## config.mk

```make
export PLATFORM = sky130hd
export DESIGN_NAME = overlay_glyph_fetch
export DESIGN_NICKNAME = d
export VERILOG_FILES = /design/src/rtl/overlay_glyph_fetch.sv
export SDC_FILE = /design/constraint.sdc
export NUM_CORES = 1
export LEC_CHECK = 0
export ABC_AREA = 1
export CORE_UTILIZATION = 31
export CTS_BUF_LIST = sky130_fd_sc_hd__clkbuf_4
export DETAILED_ROUTE_END_ITERATION = 8
export DONT_BUFFER_PORTS = 1
export GPL_TIMING_DRIVEN = 1
export SYNTH_ARGS = -nofsm -noshare
export SYNTH_HDL_FRONTEND = slang
export SYNTH_SLANG_ARGS = --single-unit
```

## constraint.sdc

```tcl
create_clock -name clk -period 2.5 [get_ports clk]
set_input_delay 0.5 -clock clk [delete_from_list [all_inputs] [get_ports clk]]
set_output_delay 0.5 -clock clk [all_outputs]
set_load 0.01 [all_outputs]
```

## src/rtl/overlay_glyph_fetch.sv

```systemverilog
// overlay_glyph_fetch
// Tracks the active-pixel position from hs/vs/de and keeps a movable glyph
// window. Each pixel inside the window gets a font ROM address of
// offset + row*GLYPH_W + col. Sync, de and the window-hit flag are delayed so
// they line up with the ROM read data.
module overlay_glyph_fetch #(
    parameter int H_ACTIVE    = 1280,
    parameter int V_ACTIVE    = 1024,
    parameter int GLYPH_W     = 16,
    parameter int GLYPH_H     = 32,
    parameter int X_STEP      = 10,
    parameter int Y_STEP      = 18,
    parameter int X_INIT      = 300,
    parameter int Y_INIT      = 500,
    parameter int ROM_LATENCY = 1
) (
    input  logic        clk,
    input  logic        reset_n,
    input  logic        hs_in,
    input  logic        vs_in,
    input  logic        de_in,
    input  logic        step_req,
    input  logic [12:0] glyph_offset,
    output logic [12:0] rom_address,
    output logic        overlay_enable,
    output logic        hs_out,
    output logic        vs_out,
    output logic        de_out,
    output logic [10:0] x_pos,
    output logic [10:0] y_pos
);

    // Stage 1 (address register) plus the ROM read latency.
    localparam int DELAY = 1 + ROM_LATENCY;

    // GLYPH_W and GLYPH_H are powers of two, so {row, col} equals row*GLYPH_W + col.
    localparam int COL_W = $clog2(GLYPH_W);
    localparam int ROW_W = $clog2(GLYPH_H);

    // Largest legal left/top position. Beyond it the glyph would straddle the
    // active edge, so the position wraps back.
    localparam logic [11:0] X_LIMIT = 12'(H_ACTIVE - GLYPH_W);
    localparam logic [11:0] Y_LIMIT = 12'(V_ACTIVE - GLYPH_H);

    typedef enum logic {
        IDLE,
        ARMED
    } pos_state_t;

    pos_state_t       state;

    logic [10:0]      x_cnt;
    logic [10:0]      y_cnt;
    logic             de_prev;
    logic             vs_prev;
    logic             frame_start;

    logic [11:0]      x_cnt_w;
    logic [11:0]      y_cnt_w;
    logic [11:0]      x_lo;
    logic [11:0]      y_lo;
    logic [11:0]      x_hi;
    logic [11:0]      y_hi;
    logic             hit;
    logic [COL_W-1:0] col;
    logic [ROW_W-1:0] row;

    logic [11:0]      x_sum;
    logic [11:0]      y_sum;
    logic [11:0]      x_next;
    logic [11:0]      y_next;

    logic [DELAY-1:0] hs_pipe;
    logic [DELAY-1:0] vs_pipe;
    logic [DELAY-1:0] de_pipe;
    logic [DELAY-1:0] hit_pipe;

    // A vs falling edge marks the start of a new frame.
    assign frame_start = vs_prev & ~vs_in;

    // The window compare uses 12 bits, so position + glyph size never wraps.
    assign x_cnt_w = {1'b0, x_cnt};
    assign y_cnt_w = {1'b0, y_cnt};
    assign x_lo    = {1'b0, x_pos};
    assign y_lo    = {1'b0, y_pos};
    assign x_hi    = x_lo + 12'(GLYPH_W);
    assign y_hi    = y_lo + 12'(GLYPH_H);

    assign hit = de_in
               && (x_cnt_w >= x_lo) && (x_cnt_w < x_hi)
               && (y_cnt_w >= y_lo) && (y_cnt_w < y_hi);

    // Glyph-local coordinates. They only matter while hit is set, when they fit exactly.
    assign col = COL_W'(x_cnt - x_pos);
    assign row = ROW_W'(y_cnt - y_pos);

    // Candidate next position. It wraps so the glyph stays fully inside the active area.
    assign x_sum  = x_lo + 12'(X_STEP);
    assign y_sum  = y_lo + 12'(Y_STEP);
    assign x_next = (x_sum > X_LIMIT) ? (x_sum - X_LIMIT) : x_sum;
    assign y_next = (y_sum > Y_LIMIT) ? (y_sum - Y_LIMIT) : y_sum;

    // Pixel/line counters that describe the pixel currently on de_in, plus edge history.
    always_ff @(posedge clk or negedge reset_n) begin
        if (!reset_n) begin
            x_cnt   <= '0;
            y_cnt   <= '0;
            de_prev <= 1'b0;
            vs_prev <= 1'b1;
        end else begin
            de_prev <= de_in;
            vs_prev <= vs_in;

            if (de_in) begin
                x_cnt <= x_cnt + 11'd1;
            end else begin
                x_cnt <= '0;
            end

            if (!vs_in) begin
                y_cnt <= '0;
            end else if (de_prev && !de_in) begin
                y_cnt <= y_cnt + 11'd1;
            end
        end
    end

    // Stage 1: register the ROM address, or prefetch the glyph base outside the window.
    always_ff @(posedge clk or negedge reset_n) begin
        if (!reset_n) begin
            rom_address <= '0;
        end else if (hit) begin
            rom_address <= glyph_offset + 13'({row, col});
        end else begin
            rom_address <= glyph_offset;
        end
    end

    // Delay line that keeps sync, de and the hit flag aligned with the ROM output.
    always_ff @(posedge clk or negedge reset_n) begin
        if (!reset_n) begin
            hs_pipe  <= '1;
            vs_pipe  <= '1;
            de_pipe  <= '0;
            hit_pipe <= '0;
        end else begin
            hs_pipe  <= {hs_pipe[DELAY-2:0], hs_in};
            vs_pipe  <= {vs_pipe[DELAY-2:0], vs_in};
            de_pipe  <= {de_pipe[DELAY-2:0], de_in};
            hit_pipe <= {hit_pipe[DELAY-2:0], hit};
        end
    end

    assign hs_out         = hs_pipe[DELAY-1];
    assign vs_out         = vs_pipe[DELAY-1];
    assign de_out         = de_pipe[DELAY-1];
    assign overlay_enable = hit_pipe[DELAY-1];

    // Position FSM: a request seen at frame start moves the glyph exactly once.
    always_ff @(posedge clk or negedge reset_n) begin
        if (!reset_n) begin
            state <= IDLE;
            x_pos <= 11'(X_INIT);
            y_pos <= 11'(Y_INIT);
        end else begin
            case (state)
                IDLE: begin
                    if (frame_start && step_req) begin
                        state <= ARMED;
                    end
                end
                ARMED: begin
                    x_pos <= 11'(x_next);
                    y_pos <= 11'(y_next);
                    state <= IDLE;
                end
                default: begin
                    state <= IDLE;
                end
            endcase
        end
    end

endmodule

```

==> impl_metrics.yaml, run 1 <==
global_route:
  grt-ovfl-total: 0
  grt_pass1_wl_um: 21660
  grt_max_degree: 65
  grt_pass1_vias: 4295
  antenna_found_initial: 1
  grtUsageTotal_pct: 16.81
critical_path:
  rr_endpoint: "rom_address[11]"
  reg2regPathDepth: 16
  critical_path.max_fanout: 4
  arrival_ps: 2850
  r2r-start: "y_pos[2]"
  critPathKind: "flip-flop to flip-flop"
  rrSetupSlack_ps: 10
  required_ps: 2870
  startpoint_type: "flip-flop"
  end_kind: "flip-flop"
routing:
  drc: 0
  vias_per_cell: 4.863
  ant_nets: 0
  first_iter_violations: 198
  num_vias: 4766
  first_pass_iters: 4
  routedWlPerCell_um: 14.25
  wl_um: 13970
placement:
  placed_cells: 941
  io_buffers: 0
  dp_hpwl_um: 10130
  gp_congestion: 0.8644
synth:
  synth_warnings: 0
  synth_area_mm2: 0.005051
  post_synth_num_cell_types: 41
  ys.flop_type: "dfrtp_1"
  synth_seq_area_share_pct: 32.05
  netlist_instances: 688
  syn_area_per_cell_um2: 7.342
  postSynth.asyncResetShare_pct: 100.0
  ys_ff_latch: 64
  synth_edf_count: 0
power:
  total_power_w: 0.006049
  power.density_mw_per_mm2: 942.5
  power_switching_w: 0.002649
  p_seq_share_pct: 22.4
  p_sw_share_pct: 43.79
  p_comb_share_pct: 59.8
  peakVddDrop_uv: 348.3
  p_int_w: 0.003401
  power_leakage_nw: 2.969
  power_frac_clock_pct: 17.8
die:
  fp.dieW_um: 129.6
  die_area_mm2: 0.01681
  die_y_um: 129.6
  io_pins: 58
  start_util_pct: 31.80
  coreArea_mm2: 0.01589
  rows: 46
worst_hold_path:
  hold_end: "de_pipe[0]"
  hold_path.class: "primary input to flip-flop"
  holdPathStages: 0
  hp-start: "de_in"
timing:
  finalClockSkew_ps: 18.71
  finalSetupViolations: 0
  rsz0062_at_grt: "yes"
  relSlewSlack_pct: 56.69
  fin_crit_sh_pct: 99.41
  fmax_mhz: 402.4
  hold_viol: 0
  maxSlewViolCount: 0
  worstMarginPinSlew_ps: 648.9
  period_needed_ps: 2485
clock_network:
  cts_sinks: 64
  path_clk_slew_ps: 120
  cts-root-buf: "clkbuf_4"
  numCtsBuffers: 9
  cts_htree_levels: 3
  clock_path_buffers: 2
  clk_latency_ps: 460
  cts_tree: "yes"
cells_and_area:
  area_growth_pct: 27.07
  drive_above_1_share_pct: 23.85
  stdcell_count: 980
  final_nets: 832
run_status:
  status: "finished, final reports clean"
flow_run:
  cap_violations: 0
## power groups by stage
stage / registers (W) / clock network [W] / logic [W]
3_5_place_dp: 0.00135 / 0 / 0.00291
4_1_cts: 0.00133 / 0.00111 / 0.00309
3_3_place_gp: 0.00135 / 0 / 0.00290
2_1_floorplan: 0.00145 / 0 / 0.00187
6_report: 0.00136 / 0.00108 / 0.00362
5_1_grt: 0.00137 / 0.00114 / 0.00399
## cell type report
cell class                 count  area (µm²)
fill                        1623        9467
multi-input combinational    545        3425
sequential                    64        1619
timing repair buffer          70       633.1
tap                          216       270.3
inverter                      68       257.7
clock inverter                 7       143.9
clock buffer                   9       67.56
antenna                        1       2.502
## worst max path at each step
| stage | slack (ps) | start | depth (start not counted) | end |
|---|---|---|---|---|
| finish | 10 | y_pos[2] | 16 | rom_address[11] |
| global route | -140 | y_pos[2] | 16 | rom_address[11] |
| CTS | -50 | y_pos[2] | 14 | rom_address[10] |
| detailed placement | -90 | y_pos[2] | 14 | rom_address[10] |
| global placement | -10 | y_pos[2] | 14 | rom_address[10] |
| floorplan | 30 | y_pos[2] | 14 | rom_address[10] |
## layer usage
metal	GRT usage [%]	vias up	part of all wire, %	wire length, µm
li1	-	2435	-	-
met4	6.908	0	2.6	362
met5	0	-	0	0
met3	3.922	28	5.4	759
met1	21.09	2204	45	6225
met2	27.71	99	47	6619
## state kept, by name, indices dropped and copies added, names as in the netlist
register / count
state: 1
hit_pipe: 2
de_pipe: 2
x_cnt: 11
vs_pipe: 2
rom_address: 13
y_pos: 10
x_pos: 10
y_cnt: 11
hs_pipe: 2
## through the flow
step	worst slack [ps]	utilization [%]	instance area (µm²)	TNS (ps)	hold slack (ps)
3_3_place_gp	-13.98	35.38	5620	-24.56	206.9
6_report	14.87	40.41	6419	0	58.92
4_1_cts	-50.02	37.50	5957	-87.87	21.69
5_1_grt	-138.9	40.41	6419	-980.9	30.46
2_1_floorplan	27.71	-	5060	0	204.4
3_5_place_dp	-91.71	35.38	5620	-259.6	206.2
## critical path, stage by stage (launching register included)
cell and delay, ps:
dfstp_2 570, inv_4 50, ha_4 210, nand2_4 60, nor2_2 40, a211oi_2 210
xnor2_1 150, ha_1 360, nand2_1 80, nor2_2 110, nand3_1 90, nand4_1 160
nand2_1 70, nand2_1 60, nand2_1 50, nand3_1 70, nand2_1 50
## cell usage after synthesis, types with 3 or more instances
cell        n  area (µm²)
inv_1      65       244.0
nand2_1   187       701.9
a21oi_1    42       210.2
nand3_1    70       350.3
xnor2_1     6       52.55
nand3b_1    6       45.04
o211ai_1    3       22.52
xor2_1     24       210.2
nand3_2     3       30.03
dfstp_2    14       367.9
o21ai_0    29       145.1
nand2_2     3       18.77
inv_2       3       11.26
buf_4       3       22.52
nor3_1     13       65.06
a31oi_1     3       18.77
nor2_1     58       217.7
clkbuf_1    6       22.52
ha_1       52       650.6
nand4_1    15       93.84
nor2_2      7       43.79
dfrtp_1    50        1251
fa_1        3       60.06
## layout by cell type, fill, tap and decap left out, drive strengths merged, types with 4 or more instances in the layout
cell    count
a21oi      42
ha         52
dfstp      14
bufinv      4
clkbuf     10
nand3      73
nor3       15
buf        66
dfrtp      50
inv        68
nand4      15
xor2       25
o21ai      32
nand3b      6
xnor2       6
nor2       66
nand2     192
## logic make-up (layout without fill, tap and decap cells)
logic type / Yosys count / count (layout) / share of synthesized area, %
compound gates: 86 / 86 / 9.190
xor+xnor: 31 / 31 / 5.524
fa+ha+maj: 55 / 55 / 14.07
buf+inv: 81 / 154 / 6.589
flops: 64 / 64 / 32.05
other cells: 1 / 3 / 0.07424
simple gates: 370 / 371 / 32.50
## timing repair
action | in CTS | in global routing
cloned | 0 | 2
endpoints found under the hold margin | 66 | 0
setup endpoints to repair | 5 | 20
pin swaps | 22 | 35
hold buffers | 4 | 0
buffers inserted | 3 | 13
gates resized for setup | 13 | 77
(Power assumes the default switching activity.)
==> inputs of run 2 (changes only) <==
--- a/config.mk
+++ b/config.mk
@@ -6,11 +6,13 @@
 export NUM_CORES = 1
 export LEC_CHECK = 0
 export ABC_AREA = 1
+export CAP_MARGIN = 25
 export CORE_UTILIZATION = 31
 export CTS_BUF_LIST = sky130_fd_sc_hd__clkbuf_4
 export DETAILED_ROUTE_END_ITERATION = 8
 export DONT_BUFFER_PORTS = 1
 export GPL_TIMING_DRIVEN = 1
+export PLACE_DENSITY = 0.55
 export SYNTH_ARGS = -nofsm -noshare
 export SYNTH_HDL_FRONTEND = slang
 export SYNTH_SLANG_ARGS = --single-unit
==> run 2 against run 1 <==
Against the previous run: the run now ends with negative setup slack left; critical path depth fell by 1; register-to-register slack worse by 60 ps; cell area shrank 0.21%; non-clock buffer count rose by 9; core utilization decreased by 0.087 points; die area unchanged; total power is 0.13% lower; clock power is 10% lower; combinational power rose by 3%.
==> impl_metrics.yaml, run 2 (synthesis results as in run 1) <==
critical_path:
  required_ps: 2860
  critical_path.max_fanout: 3
  end_kind: "flip-flop"
  critPathKind: "flip-flop to flip-flop"
  startpoint: "y_pos[2]"
  rr_endpoint: "rom_address[11]"
  rrSetupSlack_ps: -40
  r2r-start: "y_pos[2]"
  startpoint_type: "flip-flop"
  arrival_ps: 2900
  reg2regPathDepth: 15
die:
  coreArea_mm2: 0.01589
  fp.dieW_um: 129.6
  start_util_pct: 31.80
  rows: 46
  die_area_mm2: 0.01681
  die_y_um: 129.6
  io_pins: 58
timing:
  worstMarginPinSlew_ps: 609.9
  fin_crit_sh_pct: 101.7
  fmax_mhz: 393.2
  finalSetupViolations: 3
  rsz0062_at_grt: "yes"
  maxSlewViolCount: 0
  hold_viol: 0
  period_needed_ps: 2544
  finalClockSkew_ps: 19.16
  tns_ps: -118.1
  finalWorstSetupSlack_ps: -43.50
  relSlewSlack_pct: 59.29
global_route:
  grt_max_degree: 65
  grt_pass1_vias: 4541
  grtUsageTotal_pct: 18.00
  grt-ovfl-total: 0
  antenna_found_initial: 1
  grt_pass1_wl_um: 23120
clock_network:
  numCtsBuffers: 9
  cts_tree: "yes"
  clock_path_buffers: 2
  cts_htree_levels: 3
  cts-root-buf: "clkbuf_4"
  path_clk_slew_ps: 120
  clk_latency_ps: 460
  cts_sinks: 64
cells_and_area:
  largest_register_ffs: 13
  area_growth_pct: 26.80
  fin_util_pct: 40.32
  final_nets: 841
  fin_area_mm2: 0.006405
  reg_top3: "rom_address (13), x_cnt (11), y_cnt (11)"
  layout_commonest_cell: "nand2_1"
  drive_above_1_share_pct: 23.96
  layout_common_cells: "167 x nand2_1, 68 x nand3_1, 66 x buf_4"
  top_register: "rom_address"
  stdcell_count: 989
worst_hold_path:
  hold_path.class: "primary input to flip-flop"
  hold_end: "de_pipe[0]"
  hp-start: "de_in"
  holdPathStages: 0
placement:
  gp_congestion: 0.8554
  placed_cells: 944
  postPlaceCellArea_mm2: 0.005643
  dp_hpwl_um: 10330
  dp_slack_ps: -108.1
  io_buffers: 0
run_status:
  violations: "negative setup slack"
  status: "complete, but fails checks"
power:
  peakVddDrop_uv: 319.1
  power_leakage_nw: 2.989
  power.density_mw_per_mm2: 943.2
routing:
  wl_um: 14190
  drc: 0
  first_pass_iters: 5
  vias_per_cell: 4.821
  num_vias: 4768
  first_iter_violations: 224
  routedWlPerCell_um: 14.35
  ant_nets: 0
flow_run:
  cap_violations: 0
## run 2: layout make-up
type	instances	area [µm²]
fillers	1681	9480
multi-input cells	545	3405
flip-flops and latches	64	1619
repair buffers	79	663.1
well taps	216	270.3
inverters	68	257.7
clock inverters	7	120.1
clock buffers	9	67.56
diodes	1	2.502
## run 2: timing repair
action | 4_1_cts | 5_1_grt
cloned | 1 | 0
gates resized for setup | 19 | 66
setup buffers | 13 | 12
endpoints found under the hold margin | 66 | 0
setup endpoints to repair | 8 | 19
hold buffers | 4 | 0
pin swaps | 18 | 57
## run 2: worst max-delay path by stage
stage	endpoint	slack, ps	cells after the start
final	rom_address[11]	-40	15
after global routing	rom_address[10]	-200	12
after CTS	rom_address[11]	-40	16
after detailed placement	rom_address[10]	-110	14
after global placement	rom_address[10]	-10	14
after floorplan	rom_address[10]	30	14
## run 2: power breakdown
group          switching [W]  internal (W)
logic                0.00206       0.00166
clock network       0.000462      0.000507
registers           0.000140       0.00121
## run 2: worst max-delay path: stages (launching register included)
cell,delay [ps]
dfstp_2,580
inv_4,50
buf_4,130
fa_2,340
xor2_1,170
ha_1,370
buf_6,130
nand2_1,50
nor2_2,100
nand3_1,70
nand4_1,160
nand2_1,70
nand2_1,60
nand2_1,40
nand3_1,70
nand2_1,60
## run 2: metrics by stage
stage,power [W],hold WS [ps]
after global routing,0.006558,29.56
after CTS,0.005656,23.05
final,0.006041,59.27
after global placement,0.004383,206.9
after floorplan,0.003320,204.4
after detailed placement,0.004359,206.4
## run 2: routing by layer
metal / GRT usage (%) / up-vias / wire length [µm]
met1: 23.09 / 2202 / 6538
met4: 7.456 / 0 / 296
met3: 3.551 / 22 / 618
met2: 29.54 / 89 / 6740
met5: 0 / - / 0
li1: - / 2455 / -
